<file path="config.mk">
export PLATFORM = sky130hd
export DESIGN_NAME = seg7_scan_mux
export DESIGN_NICKNAME = d
export VERILOG_FILES = /design/src/rtl/seg7_scan_mux.sv
export SDC_FILE = /design/constraint.sdc
export NUM_CORES = 1
export LEC_CHECK = 0
export CORE_ASPECT_RATIO = 0.8
export CORE_MARGIN = 2
export CORE_UTILIZATION = 60
export DETAILED_ROUTE_END_ITERATION = 7
export GPL_TIMING_DRIVEN = 1
export PLACE_DENSITY = 0.84
export SKIP_LAST_GASP = 1
export SLEW_MARGIN = 40
export SYNTH_ARGS = -nofsm -noshare
export SYNTH_HDL_FRONTEND = slang
export SYNTH_SLANG_ARGS = --single-unit
</file>
<file path="constraint.sdc">
create_clock -name CLK100MHZ -period 6.2 [get_ports CLK100MHZ]
set_clock_uncertainty 0.1 [all_clocks]
set_input_delay 1.86 -clock CLK100MHZ [delete_from_list [all_inputs] [get_ports CLK100MHZ]]
set_output_delay 1.86 -clock CLK100MHZ [all_outputs]
set_load 0.05 [all_outputs]
</file>
<file path="src/rtl/seg7_scan_mux.sv">
// seg7_scan_mux: time-multiplexed scanner for an 8-digit common-anode 7-segment display.
// Double-buffered hex/DP/enable registers that commit only at frame boundaries, so the display never tears.
// Optional feature: define SEG7_LZ_BLANK_EN to blank leading zero digits.
//   Digit 0 is never blanked, and a lit DP keeps its digit visible.
module seg7_scan_mux #(
  parameter int unsigned SCAN_DIV = 100000
) (
  input  logic        CLK100MHZ,
  input  logic        RST,
  input  logic [31:0] DATA,
  input  logic [7:0]  DP_MASK,
  input  logic [7:0]  EN_MASK,
  input  logic        LOAD,
  output logic        BUSY,
  output logic        FRAME,
  output logic [7:0]  SEG,
  output logic [7:0]  AN
);

  localparam int unsigned CNT_W   = (SCAN_DIV > 2) ? $clog2(SCAN_DIV) : 1;
  localparam int unsigned IDX_W   = 3;
  localparam int unsigned DIGITS  = 8;
  localparam logic [CNT_W-1:0] CNT_MAX = CNT_W'(SCAN_DIV - 1);
  localparam logic [IDX_W-1:0] IDX_LAST = IDX_W'(DIGITS - 1);

  // One display image: hex word plus per-digit DP and enable masks
  typedef struct packed {
    logic [31:0] data;
    logic [7:0]  dp;
    logic [7:0]  en;
  } disp_t;

  localparam disp_t DISP_RST = '{data: 32'h0000_0000, dp: 8'h00, en: 8'hFF};

  logic [CNT_W-1:0] cnt;
  logic [IDX_W-1:0] idx;
  logic             tick_c;
  logic             wrap_c;
  disp_t            disp_q;
  disp_t            pend_q;
  disp_t            in_c;
  logic [3:0]       nib_c;
  logic [6:0]       glyph_c;
  logic [7:0]       lz_c;
  logic             digit_on_c;

  // Hex nibble to active-low segment pattern {CG..CA}
  function automatic logic [6:0] decode(input logic [3:0] nib);
    logic [6:0] s;
    s = 7'h7F;
    case (nib)
      4'h0: s = 7'h40;
      4'h1: s = 7'h79;
      4'h2: s = 7'h24;
      4'h3: s = 7'h30;
      4'h4: s = 7'h19;
      4'h5: s = 7'h12;
      4'h6: s = 7'h02;
      4'h7: s = 7'h78;
      4'h8: s = 7'h00;
      4'h9: s = 7'h10;
      4'hA: s = 7'h08;
      4'hB: s = 7'h03;
      4'hC: s = 7'h46;
      4'hD: s = 7'h21;
      4'hE: s = 7'h06;
      4'hF: s = 7'h0E;
      default: s = 7'h7F;
    endcase
    return s;
  endfunction

  assign in_c   = '{data: DATA, dp: DP_MASK, en: EN_MASK};
  assign tick_c = (cnt == CNT_MAX);
  assign wrap_c = tick_c && (idx == IDX_LAST);

  // Slot prescaler: counts 0..SCAN_DIV-1, wraps on tick
  always_ff @(posedge CLK100MHZ) begin
    if (RST) begin
      cnt <= '0;
    end else if (tick_c) begin
      cnt <= '0;
    end else begin
      cnt <= cnt + CNT_W'(1);
    end
  end

  // Digit scan index, advances once per slot and wraps 7->0 naturally
  always_ff @(posedge CLK100MHZ) begin
    if (RST) begin
      idx <= '0;
    end else if (tick_c) begin
      idx <= idx + IDX_W'(1);
    end
  end

  // Frame pulse in the cycle after the 7->0 wrap edge
  always_ff @(posedge CLK100MHZ) begin
    if (RST) begin
      FRAME <= 1'b0;
    end else begin
      FRAME <= wrap_c;
    end
  end

  // Double buffer: loads park in pending, commit on the wrap; a load on the wrap edge goes straight through
  always_ff @(posedge CLK100MHZ) begin
    if (RST) begin
      disp_q <= DISP_RST;
      pend_q <= '0;
      BUSY   <= 1'b0;
    end else if (wrap_c) begin
      if (LOAD) begin
        disp_q <= in_c;
        BUSY   <= 1'b0;
      end else if (BUSY) begin
        disp_q <= pend_q;
        BUSY   <= 1'b0;
      end
    end else if (LOAD) begin
      pend_q <= in_c;
      BUSY   <= 1'b1;
    end
  end

`ifdef SEG7_LZ_BLANK_EN
  // Leading-zero mask: digit i>0 blanks when it and all higher nibbles are zero and its DP is off
  always_comb begin
    logic zero_above;
    lz_c       = '0;
    zero_above = 1'b1;
    for (int i = DIGITS - 1; i >= 1; i--) begin
      zero_above = zero_above && (disp_q.data[4*i +: 4] == 4'h0);
      lz_c[i]    = zero_above && !disp_q.dp[i];
    end
  end
`else
  assign lz_c = '0;
`endif

  assign nib_c      = disp_q.data[{idx, 2'b00} +: 4];
  assign glyph_c    = decode(nib_c);
  assign digit_on_c = disp_q.en[idx] && !lz_c[idx];

  // Registered pin drivers for the current slot
  always_ff @(posedge CLK100MHZ) begin
    if (RST) begin
      SEG <= 8'hFF;
      AN  <= 8'hFF;
    end else begin
      SEG <= {~disp_q.dp[idx], glyph_c};
      AN  <= digit_on_c ? ~(8'(1) << idx) : 8'hFF;
    end
  end

endmodule
</file>
# Word level (Yosys, flattened, before mapping)
# Memories as Yosys holds them, arrays and structs flattened. A register that Yosys moved wholly into a read port is not among the register bits.
# Index checks and enable logic that the tools add are counted.
# W data, S select, Z words.
# totals
reg_bits,134
mem_bits_ro,120
inputBits,51
output_inout_bits,18
memories,2
# classes
addsub,2
n_lt_le_gt_ge,1
n_eq_ne,2
n_shift,2
mux,9
n_bitwise,4
n_reduce_logical,9
# mem_list
memory,depth,width,rd,rd_clocked_by_memory_dff,write_ports,line,text
(name not given),16,7,1,1,0,51,case (nib)
(name not given),8,1,1,1,0,143,assign digit_on_c = disp_q.en[idx] && !lz_c[idx];
# op_table
operator,count
$mux W48,2
$shiftx A32 B6 Y4,1
$add A17 B1 Y17 const B,1
$eq A17 B17 Y1 const B,1
$not A8 Y8,1
$shl A1 B3 Y8 const A,1
$bmux W1 S3,2
$mux W3,2
$reduce_or A2 Y1,3
$lt A3 B4 Y1 const B,1
$reduce_and A2 Y1,2
$add A3 B1 Y3 const B,1
$eq A3 B3 Y1 const B,1
$mux W1,3
$not A1 Y1,3
$logic_and A1 B1 Y1,2
$reduce_bool A2 Y1,1
$logic_not A1 Y1,1

# Depth between registers and ports, before layout
# Gate-level depths: netlist of run 1.
# logic_depth
word_depth,6
depth_mapped,10
ltp_nobuf,8

# Least setup slack after synthesis of run 1
# Ideal clock, no wire load.
# synth_path
kind,input port to flip-flop
start,in LOAD
end,reg disp_q[33] in the netlist's numbering
t_arrival_ps,3211
t_required_ps,5954
path_slack_ps,2743
path_stages,5
n_path_buf,3
path_cell_list,clkbuf_1 clkbuf_1 clkbuf_1 mux2i_1 a211oi_2
# synth_between
elab_chain_len,2
# synth_rtl
item,line,text
"start, declared",13,"input logic LOAD,"
$reduce_bool A2 Y1 (no source line),n/a,
$reduce_and A2 Y1 (no source line),n/a,
"end signal, assigned",114,disp_q <= in_c;
"end signal, assigned",117,disp_q <= pend_q;
"end, declared",39,disp_t disp_q;
# Several ways; a longest one is shown, not always the timed one.
# A chain may end at the register's enable or synchronous reset.

# Worst setup path after layout of run 1
# layout_path
start,in LOAD
end,reg disp_q[0] in the netlist's numbering
# The elaborated chain is that of the path after synthesis.

==> flow_summary.toml, run 1 <==
[status]
outcome = "finished, final reports clean"

[die]
ios = 69
dieWidth_um = 116.8
initial_core_util_pct = 62.53
coreArea_um2 = 9769
row_count = 32
die_area_um2 = 11010
die_y_um = 94.25

[pwr]
power_density_nw_per_um2 = 279.7
peakVddDrop_mv = 0.2133
finalPower_uw = 2057
p_leak_uw = 0.002745

[timing]
timing.final.crit_share_pct = 61.09
rsz0062_at_grt = "false"
finalSetupViolCount = 0
fin_crit_ps = 3788
hold_viol_final = 0
fin_ws_ps = 2412
max_freq_ghz = 0.2640
setup_tns_ps = 0
slew_violations = 0
max-slew-margin-rel_pct = 45.07
worst_slew_pin_slew_ps = 822.8

[drt]
vias = 4728
dr.pass1.iters = 5
totalWireLength_um = 13800
avgRoutedWirePerCell_um = 16.59
post_drt_via_cell_ratio = 5.683
drc = 0
postRouteAntennaNets = 0
drt-initial-drc-count = 312

[worst_hold_path]
hold_class = "flip-flop to flip-flop"
hold_depth = 1
hold_start = "cnt[0]"
holdPathEnd = "cnt[0]"

[clocking]
cts_buffers = 17
clkLatencyLatePin_ps = 410
cts_resized = 0
cts_tree = "built"
root_buffer = "clkbuf_16"
clk_pin_slew_ps = 50
cts_hold_buf = 0
htree_levels = 4
numClockSinks = 134
cts_setup_buffers = 0
clk_path_buf_depth = 2

[flow_run]
maxCapViolCount = 0

[synth]
syn_avg_cell_area_um2 = 9.604
ys_ff_latch = 134
syn_area_um2 = 6108
synth_cells = 636
async_flop_share_pct = 0
synthTopCellsByArea = "dfxtp_1 (44%), mux2i_1 (9.2%), a211oi_2 (8.2%)"
synth-main-ff-cell = "dfxtp_1"
synth_nets = 699
yosys.area.top_type = "dfxtp_1"
netlist.area_leader.share_pct = 43.92
yosysUniqueCellTypes = 46
synth_edf_count = 0
synth_warnings = 0
synth-seq-area-share_pct = 43.92

[global_route]
grt_overflow = 0
grt_start_max_net_pins = 77
grt_pass1_vias = 4817
grt_pass1_wl_um = 23170
track_usage_pct = 27.01
antenna_found_initial = 0

[cells_and_area]
seq_area_um2 = 2683
antenna_cells = 0
nNetsFinal = 746
fill_cells = 699
drive_gt1_share_pct = 15.09
syn2layout_area_growth_pct = 20.40
multi_input_area_um2 = 3132
fin_cells = 832

[setup_path]
crit_required_ps = 6390
cp_top_family = "buffers and inverters"
path_cells = "buf_2 > nor2_1 > nor4_4 > buf_4 > mux2i_1 > nand2b_1"
regToRegEndpoint = "SEG[3]"
r2r-start = "idx[0]"
cp-start-kind = "primary input"
cp.buffers_inverters = 2
crit_type = "primary input to flip-flop"
reg2reg_depth = 9
cpMaxStageDelayCell = "buf_2"
reg2reg_slack_ps = 2870
worstSetupEndpointType = "flip-flop"
crit_fanout = 46
arrival_ps = 3980
slowest_delay_ps = 610

[placement]
numPortBuffers = 68
gp_congestion = 0.8588
hpwl_um = 8751
place_inst = 800
dp_slack_ps = 2048
==> cell type report <==
type | count | area share [%]
Clock buffer | 25 | 7.009
Clock inverter | 7 | 1.242
Inverter | 11 | 0.5614
Multi-Input combinational cell | 445 | 42.58
Sequential cell | 134 | 36.47
Tap cell | 136 | 2.314
Timing Repair Buffer | 74 | 9.816
==> flip-flops by register name (all words and copies together) (netlist names) <==
register,flops
FRAME,1
idx,3
cnt,17
AN,8
SEG,8
disp_q,48
BUSY,1
pend_q,48
==> cell families after synthesis <==
kind of cell,count (synthesis),synth area share (%)
XOR/XNOR,16,2.294
multiplexers,77,14.89
AO/OA/AOI/OAI,114,15.36
flip-flops,134,43.92
adder cells (fa/ha/maj),12,2.458
buffers and inverters,57,5.100
AND/OR/NAND/NOR,226,15.98
==> synth_stat cells (4+ instances only) <==
master	instances
buf_8	4
mux4_2	10
nand2_1	113
a21oi_1	53
a221o_1	4
mux2i_1	56
a211oi_2	40
ha_1	12
nor2_1	72
clkbuf_1	31
buf_6	5
dfxtp_1	134
mux2_2	11
xor2_1	8
o21ai_0	4
inv_1	10
xnor2_1	8
nand3_1	6
nand2b_1	9
==> worst max path at each step <==
stage	from	slack, ps	endpoint	cells after the start
5_1_grt	LOAD	2330	disp_q[0]	6
2_1_floorplan	LOAD	2740	disp_q[33]	5
4_1_cts	LOAD	2440	disp_q[0]	6
6_report	LOAD	2410	disp_q[0]	6
3_5_place_dp	LOAD	2050	disp_q[0]	6
3_3_place_gp	LOAD	2250	disp_q[7]	6
==> per-layer routing <==
layer	global-route usage (%)	wire length, um	up-vias
li1	-	-	2296
met1	34.50	6208	2259
met2	43.93	6604	146
met3	6.387	708	27
met4	11.08	278	0
met5	0	0	-
==> layout by cell type, fill, tap and decap left out, drive strengths merged, types with 9 or more instances in the layout <==
cell type,Yosys,final
a211oi,42,42
a21oi,53,53
clkbuf,31,25
clkdlybuf4s50,0,66
dfxtp,134,134
ha,12,12
inv,11,11
mux2,11,11
mux2i,56,56
mux4,10,10
nand2,113,113
nand2b,9,9
nor2,72,72
==> power by group <==
part / switching, uW / total [uW] / internal, uW
Clock: 360 / 1020 / 655
Combinational: 81.8 / 147 / 65.2
Sequential: 11.5 / 895 / 883
Total: 454 / 2060 / 1600
==> metrics by stage <==
stage	cell area, um2	hold slack [ps]	util [%]
after global routing	7355	373.9	75.28
final	7355	345.9	75.28
after global placement	6736	327.1	68.95
after CTS	7355	353.2	75.28
after floorplan	6108	317.5	-
after detailed placement	6748	340.7	69.07
(Power assumes the default switching activity.)
==> run 2, diff against run 1 <==
CORE_UTILIZATION = 56   (was 60)
PLACE_DENSITY = 0.8   (was 0.84)
clock period = 3.5 ns   (was 6.2 ns; I/O delays follow)
==> run 2 against run 1 <==
  * Via count is 3.0% lower
  * Power is 78% higher
  * Sequential cell count stayed put
  * Critical path depth is 2 higher
  * Final cell count is 1.4% higher
  * Count of clock-buffer cells in the layout is 4 lower
  * Non-clock buffer count is 6 higher
==> flow_summary.toml, run 2 (synthesis results as in run 1) <==
[status]
outcome = "finished, final reports clean"

[global_route]
grt_pass1_vias = 4504
antenna_found_initial = 0
grt_pass1_wl_um = 22130
grt_start_max_net_pins = 69
grt_overflow = 0
track_usage_pct = 23.64

[setup_path]
cp.buffers_inverters = 2
r2r-start = "idx[0]"
cp_top_family = "multiplexers"
arrival_ps = 3130
reg2reg_slack_ps = 570
worstSetupPathDepth = 8
crit_required_ps = 3700
crit_type = "flip-flop to flip-flop"
slowest_delay_ps = 700
crit_fanout = 11
cp-start-kind = "flip-flop"
worstSetupEndpointType = "flip-flop"
regToRegEndpoint = "SEG[3]"
cpMaxStageDelayCell = "dfxtp_1"
reg2reg_depth = 8
path_cells = "mux4_2 > mux2i_1 > inv_1 > ha_1 > inv_1 > nor3_1 > a2111o_1 > o31a_1"
cp_common_cell = "inv_1"

[worst_hold_path]
hold_depth = 2
hold_start = "pend_q[45]"
holdPathEnd = "pend_q[45]"
hold_class = "flip-flop to flip-flop"

[cells_and_area]
drive_gt1_share_pct = 15.86
fill_cells = 786
antenna_cells = 0
nNetsFinal = 752
final_cell_mix = "dfxtp_1 (134), nand2_1 (113), nor2_1 (72)"
layout_commonest_cell = "dfxtp_1"
syn2layout_area_growth_pct = 21.51
top_regs = "disp_q x48, pend_q x48, cnt x17"

[clocking]
cts_tree = "built"
clkLatencyLatePin_ps = 420
clk_pin_slew_ps = 50
htree_levels = 4
cts_setup_buffers = 0
cts_resized = 0
numClockSinks = 134
clk_path_buf_depth = 2
cts_hold_buf = 0
root_buffer = "clkbuf_16"
cts_buffers = 17

[drt]
dr.pass1.iters = 5
drc = 0
totalWireLength_um = 12940
postRouteAntennaNets = 0
avgRoutedWirePerCell_um = 15.33
vias = 4587
post_drt_via_cell_ratio = 5.435
drt-initial-drc-count = 279

[die]
coreArea_um2 = 10760
die_y_um = 97.42
die_area_um2 = 11760
ios = 69
dieWidth_um = 120.8
row_count = 34
initial_core_util_pct = 56.75

[placement]
hpwl_um = 8646
gp_congestion = 0.8888
numPortBuffers = 68

[pwr]
finalPower_uw = 3665
power_density_nw_per_um2 = 493.8
p_leak_uw = 0.002760
peakVddDrop_mv = 0.3070

[timing]
timing.final.crit_share_pct = 83.68
fin_crit_ps = 2929
worst_slew_pin_slew_ps = 797.1
slew_violations = 0
finalSetupViolCount = 0
max_freq_ghz = 0.3414
setup_tns_ps = 0
max-slew-margin-rel_pct = 46.86
hold_viol_final = 0
rsz0062_at_grt = "false"

[flow_run]
maxCapViolCount = 0
==> run 2: layout make-up <==
type / instances / area, um2 / area share, %
inverter: 11 / 41.29 / 0.5563
multi-input combinational: 445 / 3124 / 42.09
timing repair buffer: 80 / 788.3 / 10.62
clock inverter: 9 / 125.1 / 1.686
tap: 144 / 180.2 / 2.428
sequential: 134 / 2683 / 36.14
clock buffer: 21 / 480.5 / 6.473
==> run 2: stage by stage <==
| stage | setup slack, ps | cell area (um2) | hold slack, ps | instances | util (%) |
|---|---|---|---|---|---|
| 6_report | 571.3 | 7422 | 351.8 | 844 | 68.96 |
| 5_1_grt | 329.2 | 7422 | 367.8 | 844 | 68.96 |
| 4_1_cts | 554.2 | 7422 | 354.1 | 844 | 68.96 |
| 3_5_place_dp | 611.8 | 6817 | 346.2 | 814 | 63.33 |
| 3_3_place_gp | 660.7 | 6817 | 329.5 | 814 | 63.33 |
| 2_1_floorplan | 776.3 | 6108 | 317.5 | 636 | - |
==> run 2: worst max path at each step <==
stage	startpoint	endpoint	slack, ps
2_1_floorplan	idx[0]	SEG[3]	780
3_3_place_gp	idx[0]	SEG[3]	660
3_5_place_dp	idx[0]	SEG[3]	610
4_1_cts	idx[0]	SEG[3]	550
5_1_grt	idx[0]	SEG[3]	330
6_report	idx[0]	SEG[3]	570
==> run 2: power breakdown <==
group	leakage [uW]	switching (uW)	internal, uW
Combinational	0.00137	146	119
Clock	0.000297	635	1180
Sequential	0.00109	19.2	1560
==> run 2: metal layers <==
metal	global-route usage, %	wire [um]
met3	6.162	651
met1	32.52	6030
met4	6.172	144
met2	37.03	6115
met5	0	0
==> run 2: worst reg2reg max path: cells and delay by family, from the launching register on <==
kind	cells	cell delay (ps)
AO/OA/AOI/OAI	2	490
adder cells (fa/ha/maj)	1	240
buffers and inverters	2	220
AND/OR/NAND/NOR	1	60
flip-flops	1	700
multiplexers	2	1010
